[config.mk]
export PLATFORM = sky130hd
export DESIGN_NAME = fifo_arbiter
export DESIGN_NICKNAME = d
export VERILOG_FILES = /design/src/rtl/fifo_arbiter_pkg.sv /design/src/rtl/fifo_arbiter_rr_arb2.sv /design/src/rtl/fifo_arbiter.sv
export SDC_FILE = /design/constraint.sdc
export NUM_CORES = 1
export LEC_CHECK = 0
export ABC_AREA = 1
export BUFFER_PORTS_ARGS = -buffer_cell sky130_fd_sc_hd__buf_2
export CAP_MARGIN = 10
export CORE_AREA = 4 4 78 44
export DETAILED_ROUTE_END_ITERATION = 12
export DIE_AREA = 0 0 82 48
export GPL_TIMING_DRIVEN = 0
export PLACE_DENSITY_LB_ADDON = 0.15
export RECOVER_POWER = 25
export SLEW_MARGIN = 25
export SYNTH_ARGS = -nofsm -noshare
export SYNTH_HDL_FRONTEND = slang
export SYNTH_SLANG_ARGS = --single-unit
[constraint.sdc]
create_clock -name pclk -period 1.2 [get_ports pclk]
set_input_delay 0.06 -clock pclk [delete_from_list [all_inputs] [get_ports pclk]]
set_output_delay 0.06 -clock pclk [all_outputs]
set_load 0.005 [all_outputs]
[src/rtl/fifo_arbiter_pkg.sv]
// Shared definitions for the two-requester fifo arbiter:
// FSM encoding, operation/requester constants, legality helper.
package fifo_arbiter_pkg;

  typedef enum logic [1:0] {
    IDLE    = 2'd0,
    ISSUE   = 2'd1,
    CAPTURE = 2'd2
  } state_t;

  localparam logic RW_READ  = 1'b0;
  localparam logic RW_WRITE = 1'b1;

  localparam logic ID_A = 1'b0;
  localparam logic ID_B = 1'b1;

  // Writes need room, reads need data.
  function automatic logic op_legal(
    input logic rw,
    input logic is_full,
    input logic not_empty
  );
    return (rw == RW_WRITE) ? !is_full : not_empty;
  endfunction

endpackage

[src/rtl/fifo_arbiter_rr_arb2.sv]
// Two-input round-robin arbiter (module rr_arb2).
// Ports: req[1:0] in, prio in (0 favours A), gnt[1:0] out, next_prio out.
module rr_arb2
  import fifo_arbiter_pkg::*;
(
  input  logic [1:0] req,
  input  logic       prio,
  output logic [1:0] gnt,
  output logic       next_prio
);

  always_comb begin
    gnt       = 2'b00;
    next_prio = prio;
    if (&req) begin
      gnt[ID_A] = (prio == ID_A);
      gnt[ID_B] = (prio == ID_B);
      // Only a contested grant rotates the priority.
      next_prio = ~prio;
    end else begin
      gnt = req;
    end
  end

endmodule

[src/rtl/fifo_arbiter.sv]
// Serialises read/write requests from two requesters onto one fifo port.
// Ports: pclk/clear, a_*/b_* request+ack, f_* fifo port, rdata, full/nempty.
module fifo_arbiter
  import fifo_arbiter_pkg::*;
#(
  parameter int WIDTH = 8,
  parameter int DEPTH = 4
) (
  input  logic             pclk,
  input  logic             clear,
  input  logic             a_req,
  input  logic             a_rw,
  input  logic [WIDTH-1:0] a_wdata,
  input  logic             b_req,
  input  logic             b_rw,
  input  logic [WIDTH-1:0] b_wdata,
  output logic             a_ack,
  output logic             b_ack,
  output logic             a_err,
  output logic             b_err,
  output logic [WIDTH-1:0] rdata,
  output logic             f_en,
  output logic             f_rw,
  output logic [WIDTH-1:0] f_wdata,
  input  logic [WIDTH-1:0] f_rdata,
  output logic             full,
  output logic             nempty
);

  localparam int CW = $clog2(DEPTH + 1);

  state_t           state_q, state_d;
  logic             id_q, id_d;
  logic             rw_q, rw_d;
  logic             err_q, err_d;
  logic             prio_q, prio_d;
  logic [WIDTH-1:0] wdata_q, wdata_d;
  logic [CW-1:0]    count_q, count_d;

  logic [1:0] req;
  logic [1:0] gnt;
  logic       next_prio;
  logic       legal;

  assign req    = {b_req, a_req};
  assign full   = (count_q == CW'(DEPTH));
  assign nempty = (count_q != '0);
  assign legal  = op_legal(rw_q, full, nempty);

  rr_arb2 u_arb (
    .req       (req),
    .prio      (prio_q),
    .gnt       (gnt),
    .next_prio (next_prio)
  );

  always_comb begin
    state_d = state_q;
    id_d    = id_q;
    rw_d    = rw_q;
    err_d   = err_q;
    prio_d  = prio_q;
    wdata_d = wdata_q;
    count_d = count_q;
    f_en    = 1'b0;
    f_rw    = 1'b0;
    f_wdata = '0;
    a_ack   = 1'b0;
    b_ack   = 1'b0;
    a_err   = 1'b0;
    b_err   = 1'b0;
    rdata   = '0;
    unique case (state_q)
      IDLE: begin
        if (|req) begin
          id_d    = gnt[ID_B] ? ID_B : ID_A;
          rw_d    = gnt[ID_B] ? b_rw : a_rw;
          wdata_d = gnt[ID_B] ? b_wdata : a_wdata;
          prio_d  = next_prio;
          state_d = ISSUE;
        end
      end
      ISSUE: begin
        err_d = !legal;
        if (legal) begin
          f_en    = 1'b1;
          f_rw    = rw_q;
          f_wdata = wdata_q;
          count_d = (rw_q == RW_WRITE) ? count_q + CW'(1)
                                       : count_q - CW'(1);
        end
        state_d = CAPTURE;
      end
      CAPTURE: begin
        a_ack = (id_q == ID_A);
        b_ack = (id_q == ID_B);
        a_err = a_ack & err_q;
        b_err = b_ack & err_q;
        if (rw_q == RW_READ && !err_q) begin
          rdata = f_rdata;
        end
        state_d = IDLE;
      end
      default: state_d = IDLE;
    endcase
  end

  always_ff @(posedge pclk or negedge clear) begin
    if (!clear) begin
      state_q <= IDLE;
      id_q    <= ID_A;
      rw_q    <= RW_READ;
      err_q   <= 1'b0;
      prio_q  <= 1'b0;
      wdata_q <= '0;
      count_q <= '0;
    end else begin
      state_q <= state_d;
      id_q    <= id_d;
      rw_q    <= rw_d;
      err_q   <= err_d;
      prio_q  <= prio_d;
      wdata_q <= wdata_d;
      count_q <= count_d;
    end
  end

endmodule

### Yosys cells after proc, flatten, opt, wreduce, memory -nomap -nowiden

Index checks and enable logic that the tools add are counted.

| operators by class | value |
|---|---|
| add/sub/neg operators | 2 |
| equal/unequal tests | 4 |
| mux-type cells | 20 |
| bitwise logic cells | 5 |
| reductions and logical operators | 11 |

Operators with widths:

| operator | number |
|---|---|
| 2-to-1 mux 8 bit | 5 |
| 2-to-1 mux 1 bit | 11 |
| AND reduction 2 bit | 3 |
| 2-to-1 mux 2 bit | 2 |
| case mux 2 bit (2 select lines) | 1 |
| AND reduction 4 bit | 1 |
| adder 3 x 1 -> 3 bit, second input constant | 1 |
| == test 3 bit, second input constant | 1 |
| logical NOT 1 bit | 3 |
| 2-to-1 mux 3 bit | 1 |
| inverter 1 bit | 3 |
| nonzero test 3 bit | 1 |
| subtractor 3 x 1 -> 3 bit, second input constant | 1 |
| bitwise AND 1 bit | 2 |
| == test 2 x 1 -> 1 bit, second input constant | 1 |
| == test 2 bit, second input constant | 1 |
| logical NOT 2 bit | 1 |
| inequality test 2 bit, second input constant | 1 |
| OR reduction 2 bit | 1 |
| logical AND 1 bit | 1 |

| storage, ports and cells | value |
|---|---|
| bits in registers | 17 |
| input port bits | 30 |
| output and inout bits | 24 |
| word-level logic and storage cells | 49 |

### Depth between registers and ports, before layout

Gate-level depths: netlist of run 1.

| depth | value |
|---|---|
| depth after elaboration | 5 |
| mapped depth | 7 |
| mapped depth without buffers | 7 |

### By module

A second synthesis of run 1 with hierarchy kept.

| unflattened totals | value |
|---|---|
| cell total of the unflattened synthesis | 147 |
| area, all modules | 1091.0 sq um |

Modules (own cells, without submodules):

| module | instances | cells an instance | area an instance (sq um) |
|---|---|---|---|
| fifo_arbiter | 1 | 138 | 1054.8 |
| rr_arb2 | 1 | 9 | 36.3 |

### Least setup slack after synthesis of run 1

OpenSTA, ideal clock, no wires.

| timing | value |
|---|---|
| path type | register -> register |
| start | reg rw_q |
| end | reg count_q[2] |
| library setup time | 0.065 ns |
| data arrival time | 1.158 ns |
| data required time | 1.135 ns |
| path slack | -0.023 ns |
| cell stages (with the launch flop) | 7 |
| path buffers | 0 |
| period minus slack after synthesis | 1.223 ns |
| path through | dfrtp_1 inv_2 fa_1 nand3b_1 nand2_1 nand2_1 nand2_1 |

| between the ends | value |
|---|---|
| cells in the longest elaborated chain, start to end | 2 |

Ends and longest elaborated chain:

| what | RTL line | RTL |
|---|---|---|
| from (decl) | fifo_arbiter.sv:34 | `logic rw_q, rw_d;` |
| from (signal assigned) | fifo_arbiter.sv:120 | `rw_q <= rw_d;` |
| 2-to-1 mux 1 bit | fifo_arbiter_pkg.sv:23 | `return (rw == RW_WRITE) ? !is_full : not_empty;` |
| AND reduction 2 bit (no line) | n/a |  |
| to (signal assigned) | fifo_arbiter.sv:124 | `count_q <= count_d;` |
| to (decl) | fifo_arbiter.sv:38 | `logic [CW-1:0] count_q, count_d;` |

Parallel ways exist; a longest one is shown, timed or not.
A chain may end at the register's enable or synchronous reset.

### Final worst setup path of run 1

| timing | value |
|---|---|
| start | reg rw_q |
| end | out f_wdata[2] |

| between the ends | value |
|---|---|
| cells in the longest elaborated chain, start to end | 3 |

Ends and longest elaborated chain:

| what | RTL line | RTL |
|---|---|---|
| 2-to-1 mux 1 bit | fifo_arbiter_pkg.sv:23 |  |
| 2-to-1 mux 8 bit | fifo_arbiter.sv:85 | `if (legal) begin` |
| 2-to-1 mux 8 bit | fifo_arbiter.sv:73 | `unique case (state_q)` |
| to (decl) | fifo_arbiter.sv:24 | `output logic [WIDTH-1:0] f_wdata,` |

Every way passes these cells.

==> impl_metrics.prom, run 1 <==
# TYPE chip_impl_metric gauge
chip_impl_metric{name="htreeDepth",unit=""} 1
chip_impl_metric{name="synth-compound-area-share",unit="%"} 5.54
chip_impl_metric{name="synth.avg_cell_area",unit="um2"} 7.23
chip_impl_metric{name="groute.layer.met2.usage",unit="%"} 27.6
chip_impl_metric{name="final.setup.worst_slack",unit="ns"} -0.197
chip_impl_metric{name="design.portCount",unit=""} 54
chip_impl_metric{name="multiInputGateArea",unit="um2"} 583
chip_impl_metric{name="grt_max_degree",unit=""} 18
chip_impl_info{name="synth.largest_area_cell",value="sky130_fd_sc_hd__dfrtp_1"} 1
chip_impl_metric{name="fin_total_pwr",unit="mW"} 4.00
chip_impl_metric{name="globalRouteMet3Util",unit="%"} 5.08
chip_impl_metric{name="core_region_area",unit="mm2"} 0.00280
chip_impl_info{name="yosys-top-cells-count",value="43 x sky130_fd_sc_hd__nand2_1, 23 x sky130_fd_sc_hd__inv_1, 23 x sky130_fd_sc_hd__nor2_1"} 1
chip_impl_metric{name="worst_ep_arrival_time",unit="ns"} 1.34
chip_impl_metric{name="nNetsFinal",unit=""} 250
chip_impl_metric{name="gp_congestion",unit=""} 0.784
chip_impl_metric{name="cts_buffer_depth",unit=""} 2
chip_impl_metric{name="final_hold_viol_count",unit=""} 0
chip_impl_metric{name="drt-wirelength-per-cell",unit="um"} 11.8
chip_impl_metric{name="worst-endpoint-required",unit="ns"} 1.14
chip_impl_metric{name="max_slew.worst_pin.slew",unit="ns"} 0.444
chip_impl_metric{name="cap_viol_max_count",unit=""} 0
chip_impl_metric{name="cts_sinks",unit=""} 17
chip_impl_metric{name="yosys.area.top_type_share",unit="%"} 40.0
chip_impl_metric{name="detailroute.via_count",unit=""} 1122
chip_impl_info{name="rsz0062_at_grt",value="yes"} 1
chip_impl_metric{name="starting_density_of_the_core",unit="%"} 37.9
chip_impl_metric{name="worst_clock_skew",unit="ns"} 0.00258
chip_impl_info{name="worst_path_max_delay_cell",value="sky130_fd_sc_hd__dfrtp_1"} 1
chip_impl_metric{name="hold-worst-slack",unit="ns"} 0.0673
chip_impl_metric{name="yosys.area_share.adder",unit="%"} 1.88
chip_impl_info{name="outcome",value="finished, violations left"} 1
chip_impl_metric{name="synth.distinct_cells",unit=""} 20
chip_impl_metric{name="crit_fanout",unit=""} 5
chip_impl_metric{name="route.detailed.vias_per_inst",unit=""} 4.35
chip_impl_info{name="cp_cell_sequence",value="inv_2 > nand2_2 > nand3_2 > nand2_4 > buf_6 > nor2_1 > buf_2"} 1
chip_impl_metric{name="core.rowCount",unit=""} 14
chip_impl_metric{name="ff_latch_area",unit="um2"} 427
chip_impl_metric{name="non_filler_cells_in_the_finished_layout",unit=""} 258
chip_impl_info{name="min-delay-path-class",value="in2reg"} 1
chip_impl_metric{name="grt_first_pass_wirelength",unit="um"} 4790
chip_impl_metric{name="dp_hpwl",unit="um"} 2090
chip_impl_metric{name="die_h",unit="um"} 48
chip_impl_info{name="tritoncts_clock_tree",value="built"} 1
chip_impl_info{name="cts-root-buf",value="sky130_fd_sc_hd__clkbuf_8"} 1
chip_impl_metric{name="groute.usage.overall",unit="%"} 16.6
chip_impl_metric{name="drt_first_pass_iters",unit=""} 4
chip_impl_metric{name="timing.setup.tns",unit="ns"} -3.27
chip_impl_info{name="worst-setup-path-type",value="reg2out"} 1
chip_impl_info{name="worstSetupStartpointType",value="flip-flop"} 1
chip_impl_metric{name="synth-simple-area-share",unit="%"} 39.5
chip_impl_metric{name="final_antenna_net_count",unit=""} 0
chip_impl_metric{name="synth_sequential_area_ratio",unit="%"} 40.0
chip_impl_metric{name="clk_latency",unit="ns"} 0.25
chip_impl_metric{name="setup_viol",unit=""} 26
chip_impl_metric{name="post_synth_mux_area_share",unit="%"} 0
chip_impl_metric{name="yosysWarnings",unit=""} 0
chip_impl_metric{name="synth_enable_flop_cells",unit=""} 0
chip_impl_metric{name="power_per_standard_cell_area",unit="mW/mm2"} 2430
chip_impl_metric{name="xor_xnor_share_of_the_synthesized_area",unit="%"} 0.824
chip_impl_metric{name="max_clock_freq",unit="GHz"} 0.716
chip_impl_metric{name="antenna_found_initial",unit=""} 0
chip_impl_metric{name="routed_wl",unit="um"} 3050
chip_impl_metric{name="slew_viol_final",unit=""} 0
chip_impl_metric{name="grt_met1_usage",unit="%"} 21.2
chip_impl_metric{name="flow.area_growth_from_synthesis",unit="%"} 54.8
chip_impl_info{name="yosys.cell_count.top_type",value="sky130_fd_sc_hd__nand2_1"} 1
chip_impl_metric{name="critical-path-max-stage-delay",unit="ns"} 0.41
chip_impl_info{name="failed_checks",value="setup timing"} 1
chip_impl_metric{name="grt_overflow_total",unit=""} 0
chip_impl_metric{name="leakagePower",unit="nW"} 0.917
chip_impl_metric{name="die-width",unit="um"} 82
chip_impl_info{name="critical_path_capture_point_type",value="output pin"} 1
chip_impl_metric{name="antenna_diode_count",unit=""} 0
chip_impl_metric{name="port-buffer-count",unit=""} 53
chip_impl_metric{name="synth.ff_latch_count",unit=""} 17
chip_impl_metric{name="synth.net_count",unit=""} 178
chip_impl_info{name="yosys-top-cells-area",value="sky130_fd_sc_hd__dfrtp_1 40%, sky130_fd_sc_hd__nand2_1 15%, sky130_fd_sc_hd__inv_1 8.1%"} 1
chip_impl_info{name="grt-busiest-layer",value="met2"} 1
chip_impl_metric{name="drc",unit=""} 0
chip_impl_metric{name="placement_setup_slack",unit="ns"} -0.0548
chip_impl_metric{name="synthCells",unit=""} 147
chip_impl_metric{name="numCtsBuffers",unit=""} 3
chip_impl_metric{name="ys_async_sr_fraction",unit="%"} 100
chip_impl_metric{name="dieArea",unit="mm2"} 0.00394
chip_impl_metric{name="headroom_to_the_max_slew_limit",unit="%"} 70.4
chip_impl_metric{name="filler_cell_count",unit=""} 264
chip_impl_metric{name="post_route_cells_drive_above_1_share",unit="%"} 50.0
chip_impl_info{name="combinational_family_with_the_most_area_after_synthesis",value="simple AND/OR/NAND/NOR gates"} 1
chip_impl_metric{name="dp.cells",unit=""} 240
chip_impl_info{name="synth_ff_type",value="sky130_fd_sc_hd__dfrtp_1"} 1
chip_impl_metric{name="first_iter_violations",unit=""} 31
chip_impl_metric{name="period_share",unit="%"} 116
chip_impl_metric{name="period_needed",unit="ns"} 1.40
chip_impl_metric{name="clk_transition_reported_paths",unit="ns"} 0.07
chip_impl_metric{name="ir_worst_vdd",unit="V"} 0.00106
chip_impl_metric{name="post_synth_instance_area",unit="mm2"} 0.00106
chip_impl_metric{name="first_global_vias",unit=""} 1096
stage by stage:
| step | area (um2) | utilization (%) |
|---|---|---|
| 3_5_place_dp | 1380 | 49.2 |
| 2_1_floorplan | 1060 | - |
| 6_report | 1640 | 58.7 |
| 3_3_place_gp | 1380 | 49.2 |
| 5_1_grt | 1640 | 58.7 |
| 4_1_cts | 1600 | 57.1 |
flip-flops by register name, summed over array words and instances (netlist names):
register,cells
wdata_q,8
count_q,3
state_q,2
err_q,1
id_q,1
prio_q,1
rw_q,1
logic make-up (layout without fill, tap and decap cells):
kind of cell	count (synthesis)	count (layout)
xor+xnor	1	1
flops	17	17
buf+inv	30	101
compound gates	11	11
fa+ha+maj	1	1
simple gates	87	87
cell type report:
class,count,area share (%)
Clock buffer,4,2.74
Sequential cell,17,26.0
Buffer,4,2.74
Timing Repair inverter,1,0.457
Timing Repair Buffer,66,23.5
Inverter,26,6.09
Multi-Input combinational cell,100,35.5
Tap cell,40,3.04
repair_timing:
action                                  in CTS  in global routing
hold buffers                                 1                  0
buffers inserted                            11                  0
gates cloned                                 2                  1
pin swaps                                    3                  4
endpoints found under the setup margin      24                 37
gates resized for setup                     21                 15
endpoints found under the hold margin       17                  0
worst max-delay path: cells and delay by family, from the launching register on:
kind                   cells  cell delay (ns)
DFF                        1             0.41
buffers and inverters      3             0.35
and+or+nand+nor            4             0.31
path summary, 6_finish.rpt:
path	end	slack [ns]	cells past startpoint	start
setup / recovery	f_wdata[2]	-0.20	7	rw_q$_DFFE_PN0P_
hold / removal	wdata_q[0]$_DFFE_PN0P_	0.07	3	b_wdata[0]
min in group asynchronous	wdata_q[5]$_DFFE_PN0P_	0.29	2	clear
setup reg to reg	count_q[2]$_DFFE_PN0P_	-0.13	7	rw_q$_DFFE_PN0P_
max in group asynchronous	count_q[0]$_DFFE_PN0P_	0.57	2	clear
hold reg to reg	wdata_q[3]$_DFFE_PN0P_	0.49	2	wdata_q[3]$_DFFE_PN0P_
metal layers:
layer | wire [um] | part of all wire (%)
met3 | 196 | 6.4
met5 | 0 | 0
met2 | 1420 | 47
met1 | 1390 | 46
met4 | 37 | 1.2
cells in the final DEF, fill, tap and decap left out, types with 2 or more instances in the layout:
cell type and instances:
sky130_fd_sc_hd__buf_2 51, sky130_fd_sc_hd__nor2_4 2, sky130_fd_sc_hd__o21ai_1 9, sky130_fd_sc_hd__nor3_2 2, sky130_fd_sc_hd__inv_2 4, sky130_fd_sc_hd__buf_6 9, sky130_fd_sc_hd__nor3b_2 8, sky130_fd_sc_hd__nand2_1 41
sky130_fd_sc_hd__buf_4 8, sky130_fd_sc_hd__nor2_1 15, sky130_fd_sc_hd__dfrtp_1 16, sky130_fd_sc_hd__nor2_2 8, sky130_fd_sc_hd__nand2_2 5, sky130_fd_sc_hd__inv_1 21, sky130_fd_sc_hd__clkbuf_8 3
where the power goes:
group          leakage (nW)  internal (mW)  switching (mW)  total (mW)
Sequential            0.206          0.871           0.202        1.07
Combinational         0.688           1.12            1.38        2.50
Clock                0.0228          0.236           0.193       0.429
No activity file was read; power rests on OpenSTA's default activity.
==> run 2: changes to the inputs <==
- CTS_CLUSTER_SIZE: not set -> 12
- clock period: 1.2 -> 1.4 ns (I/O delays scaled with it)
==> run 2 against run 1 <==
  * The run still ends with setup timing left
  * Power down 20%
  * Highest routed layer unchanged
  * Register-to-register slack better by 0.18 ns
  * Die area unchanged
  * Non-clock buffer count down 4
  * Critical path depth unchanged
  * Sequential power down 15%
  * Count of clock-buffer cells in the layout down 1
  * Combinational power down 23%
==> impl_metrics.prom, run 2 (synthesized netlist as in run 1, its figures left out) <==
# TYPE chip_impl_metric gauge
chip_impl_metric{name="route.detailed.vias_per_inst",unit=""} 4.40
chip_impl_metric{name="globalRouteMet3Util",unit="%"} 3.57
chip_impl_metric{name="fin_total_pwr",unit="mW"} 3.21
chip_impl_metric{name="worst_ep_arrival_time",unit="ns"} 1.35
chip_impl_info{name="rr_startpoint",value="rw_q$_DFFE_PN0P_"} 1
chip_impl_info{name="min-delay-path-class",value="in2reg"} 1
chip_impl_info{name="tritoncts_clock_tree",value="built"} 1
chip_impl_metric{name="gp_congestion",unit=""} 0.728
chip_impl_metric{name="cap_viol_max_count",unit=""} 0
chip_impl_metric{name="final.setup.worst_slack",unit="ns"} -0.0219
chip_impl_metric{name="grt_first_pass_wirelength",unit="um"} 4640
chip_impl_metric{name="period_share",unit="%"} 102
chip_impl_info{name="worst_r2r_endpoint",value="count_q[2]$_DFFE_PN0P_"} 1
chip_impl_metric{name="final_hold_viol_count",unit=""} 0
chip_impl_metric{name="cts_sinks",unit=""} 17
chip_impl_metric{name="dieArea",unit="mm2"} 0.00394
chip_impl_info{name="worst_hold_startpoint",value="b_wdata[2]"} 1
chip_impl_metric{name="core.rowCount",unit=""} 14
chip_impl_metric{name="clk_transition_reported_paths",unit="ns"} 0.07
chip_impl_metric{name="first_global_vias",unit=""} 995
chip_impl_info{name="outcome",value="finished, violations left"} 1
chip_impl_info{name="regMostFlops",value="wdata_q"} 1
chip_impl_metric{name="antenna_found_initial",unit=""} 0
chip_impl_metric{name="filler_cell_count",unit=""} 291
chip_impl_metric{name="detailroute.via_count",unit=""} 1113
chip_impl_info{name="largestRegisters",value="wdata_q x8, count_q x3, state_q x2"} 1
chip_impl_metric{name="grt_max_degree",unit=""} 18
chip_impl_metric{name="worst-endpoint-required",unit="ns"} 1.33
chip_impl_metric{name="numCtsBuffers",unit=""} 3
chip_impl_metric{name="dpl-instance-area",unit="mm2"} 0.00138
chip_impl_metric{name="nNetsFinal",unit=""} 245
chip_impl_metric{name="stdcell_area",unit="mm2"} 0.00158
chip_impl_metric{name="design.portCount",unit=""} 54
chip_impl_metric{name="max_slew.worst_pin.slew",unit="ns"} 0.941
chip_impl_metric{name="starting_density_of_the_core",unit="%"} 37.9
chip_impl_metric{name="hold-worst-slack",unit="ns"} 0.0720
chip_impl_metric{name="post_route_cells_drive_above_1_share",unit="%"} 45.5
chip_impl_metric{name="max_clock_freq",unit="GHz"} 0.703
chip_impl_metric{name="grt_met1_usage",unit="%"} 21.3
chip_impl_metric{name="leakagePower",unit="nW"} 0.893
chip_impl_metric{name="antenna_diode_count",unit=""} 0
chip_impl_metric{name="groute.usage.overall",unit="%"} 16.0
chip_impl_metric{name="routed_wl",unit="um"} 2980
chip_impl_metric{name="drc",unit=""} 0
chip_impl_info{name="rsz0062_at_grt",value="yes"} 1
chip_impl_info{name="layout.cells.most_common",value="sky130_fd_sc_hd__buf_2"} 1
chip_impl_metric{name="cts_buffer_depth",unit=""} 2
chip_impl_metric{name="timing.setup.tns",unit="ns"} -0.0829
chip_impl_metric{name="final_antenna_net_count",unit=""} 0
chip_impl_metric{name="core_region_area",unit="mm2"} 0.00280
chip_impl_info{name="cts-root-buf",value="sky130_fd_sc_hd__clkbuf_8"} 1
chip_impl_metric{name="power_per_standard_cell_area",unit="mW/mm2"} 2040
chip_impl_metric{name="flow.area_growth_from_synthesis",unit="%"} 48.3
chip_impl_metric{name="groute.layer.met2.usage",unit="%"} 26.6
chip_impl_metric{name="first_iter_violations",unit=""} 84
chip_impl_info{name="worst-setup-path-type",value="reg2out"} 1
chip_impl_metric{name="slew_viol_final",unit=""} 0
chip_impl_info{name="grt-busiest-layer",value="met2"} 1
chip_impl_metric{name="holdPathStages",unit=""} 3
chip_impl_metric{name="headroom_to_the_max_slew_limit",unit="%"} 37.3
chip_impl_metric{name="grt_overflow_total",unit=""} 0
chip_impl_metric{name="drt-wirelength-per-cell",unit="um"} 11.8
chip_impl_metric{name="dp_hpwl",unit="um"} 2170
chip_impl_metric{name="worst_clock_skew",unit="ns"} 0.00518
chip_impl_info{name="worstSetupStartpointType",value="flip-flop"} 1
chip_impl_metric{name="clk_latency",unit="ns"} 0.25
chip_impl_metric{name="port-buffer-count",unit=""} 53
chip_impl_metric{name="regToRegSetupSlack",unit="ns"} 0.05
chip_impl_info{name="critical_path_capture_point_type",value="output pin"} 1
chip_impl_metric{name="crit_fanout",unit=""} 5
chip_impl_metric{name="flip_flop_count_of_the_largest_register_all_copies_and_words_added",unit=""} 8
chip_impl_info{name="mostFrequentLayoutCells",value="53 x sky130_fd_sc_hd__buf_2, 42 x sky130_fd_sc_hd__nand2_1, 23 x sky130_fd_sc_hd__inv_1"} 1
chip_impl_metric{name="number_of_cells_traversed_by_the_worst_register_to_register_path",unit=""} 7
chip_impl_info{name="terminating_pin_of_the_worst_hold_path",value="wdata_q[2]$_DFFE_PN0P_"} 1
chip_impl_metric{name="period_needed",unit="ns"} 1.42
chip_impl_info{name="failed_checks",value="setup timing"} 1
chip_impl_metric{name="htreeDepth",unit=""} 1
chip_impl_metric{name="drt_first_pass_iters",unit=""} 4
chip_impl_metric{name="die-width",unit="um"} 82
chip_impl_metric{name="setup_viol",unit=""} 8
chip_impl_metric{name="die_h",unit="um"} 48
chip_impl_metric{name="ir_worst_vdd",unit="V"} 0.000970
run 2: layout make-up:
class | count | area [um2] | area share, %
multi-input combinational | 100 | 566 | 35.9
sequential | 17 | 427 | 27.1
timing repair buffer | 62 | 350 | 22.2
inverter | 26 | 97.6 | 6.20
tap | 40 | 50.0 | 3.18
clock buffer | 3 | 41.3 | 2.62
buffer | 4 | 38.8 | 2.46
clock inverter | 1 | 5.00 | 0.318
run 2: critical path, stage by stage, from the launching register on:
cell and delay, ns:
sky130_fd_sc_hd__dfrtp_1 0.41, sky130_fd_sc_hd__inv_2 0.11, sky130_fd_sc_hd__nand2_2 0.08, sky130_fd_sc_hd__nand3_2 0.08, sky130_fd_sc_hd__nand2_4 0.07, sky130_fd_sc_hd__buf_6 0.15, sky130_fd_sc_hd__nor2_4 0.07, sky130_fd_sc_hd__buf_2 0.12
run 2: how the worst max path moves through the flow:
stage | start | to | slack (ns) | depth (start not counted)
5_1_grt | state_q[0]$_DFFE_PN0P_ | rdata[6] | -0.11 | 5
3_5_place_dp | rw_q$_DFFE_PN0P_ | count_q[2]$_DFFE_PN0P_ | 0.09 | 6
2_1_floorplan | rw_q$_DFFE_PN0P_ | count_q[2]$_DFFE_PN0P_ | 0.18 | 6
6_report | rw_q$_DFFE_PN0P_ | f_wdata[3] | -0.02 | 7
3_3_place_gp | rw_q$_DFFE_PN0P_ | count_q[2]$_DFFE_PN0P_ | 0.11 | 6
4_1_cts | state_q[1]$_DFFE_PN0P_ | f_wdata[3] | -0.05 | 5
run 2: report_power, final:
part	switching, mW	total, mW	internal [mW]
Sequential	0.165	0.910	0.746
Combinational	1.10	1.93	0.828
Clock	0.176	0.374	0.198
run 2: per-stage QoR:
stage / std cells / setup slack (ns) / utilization [%]
floorplan: 147 / 0.177 / -
global placement: 240 / 0.105 / 49.2
detailed placement: 240 / 0.0885 / 49.2
CTS: 250 / -0.0456 / 53.8
global route: 253 / -0.113 / 56.2
finish: 253 / -0.0219 / 56.2
run 2: what timing repair did:
action | 4_1_cts | 5_1_grt
pin swaps | 0 | 2
hold endpoints to repair | 17 | 0
setup endpoints to repair | 19 | 22
hold buffers | 1 | 0
resized for setup | 9 | 11
gates cloned | 1 | 0
setup buffers | 4 | 3
run 2: metal layers:
metal | share of wire [%] | vias up | wire length [um]
met3 | 4.3 | 2 | 129
met5 | 0 | - | 0
met2 | 50 | 24 | 1490
met1 | 45 | 516 | 1330
met4 | 1.0 | 0 | 30
li1 | - | 571 | -
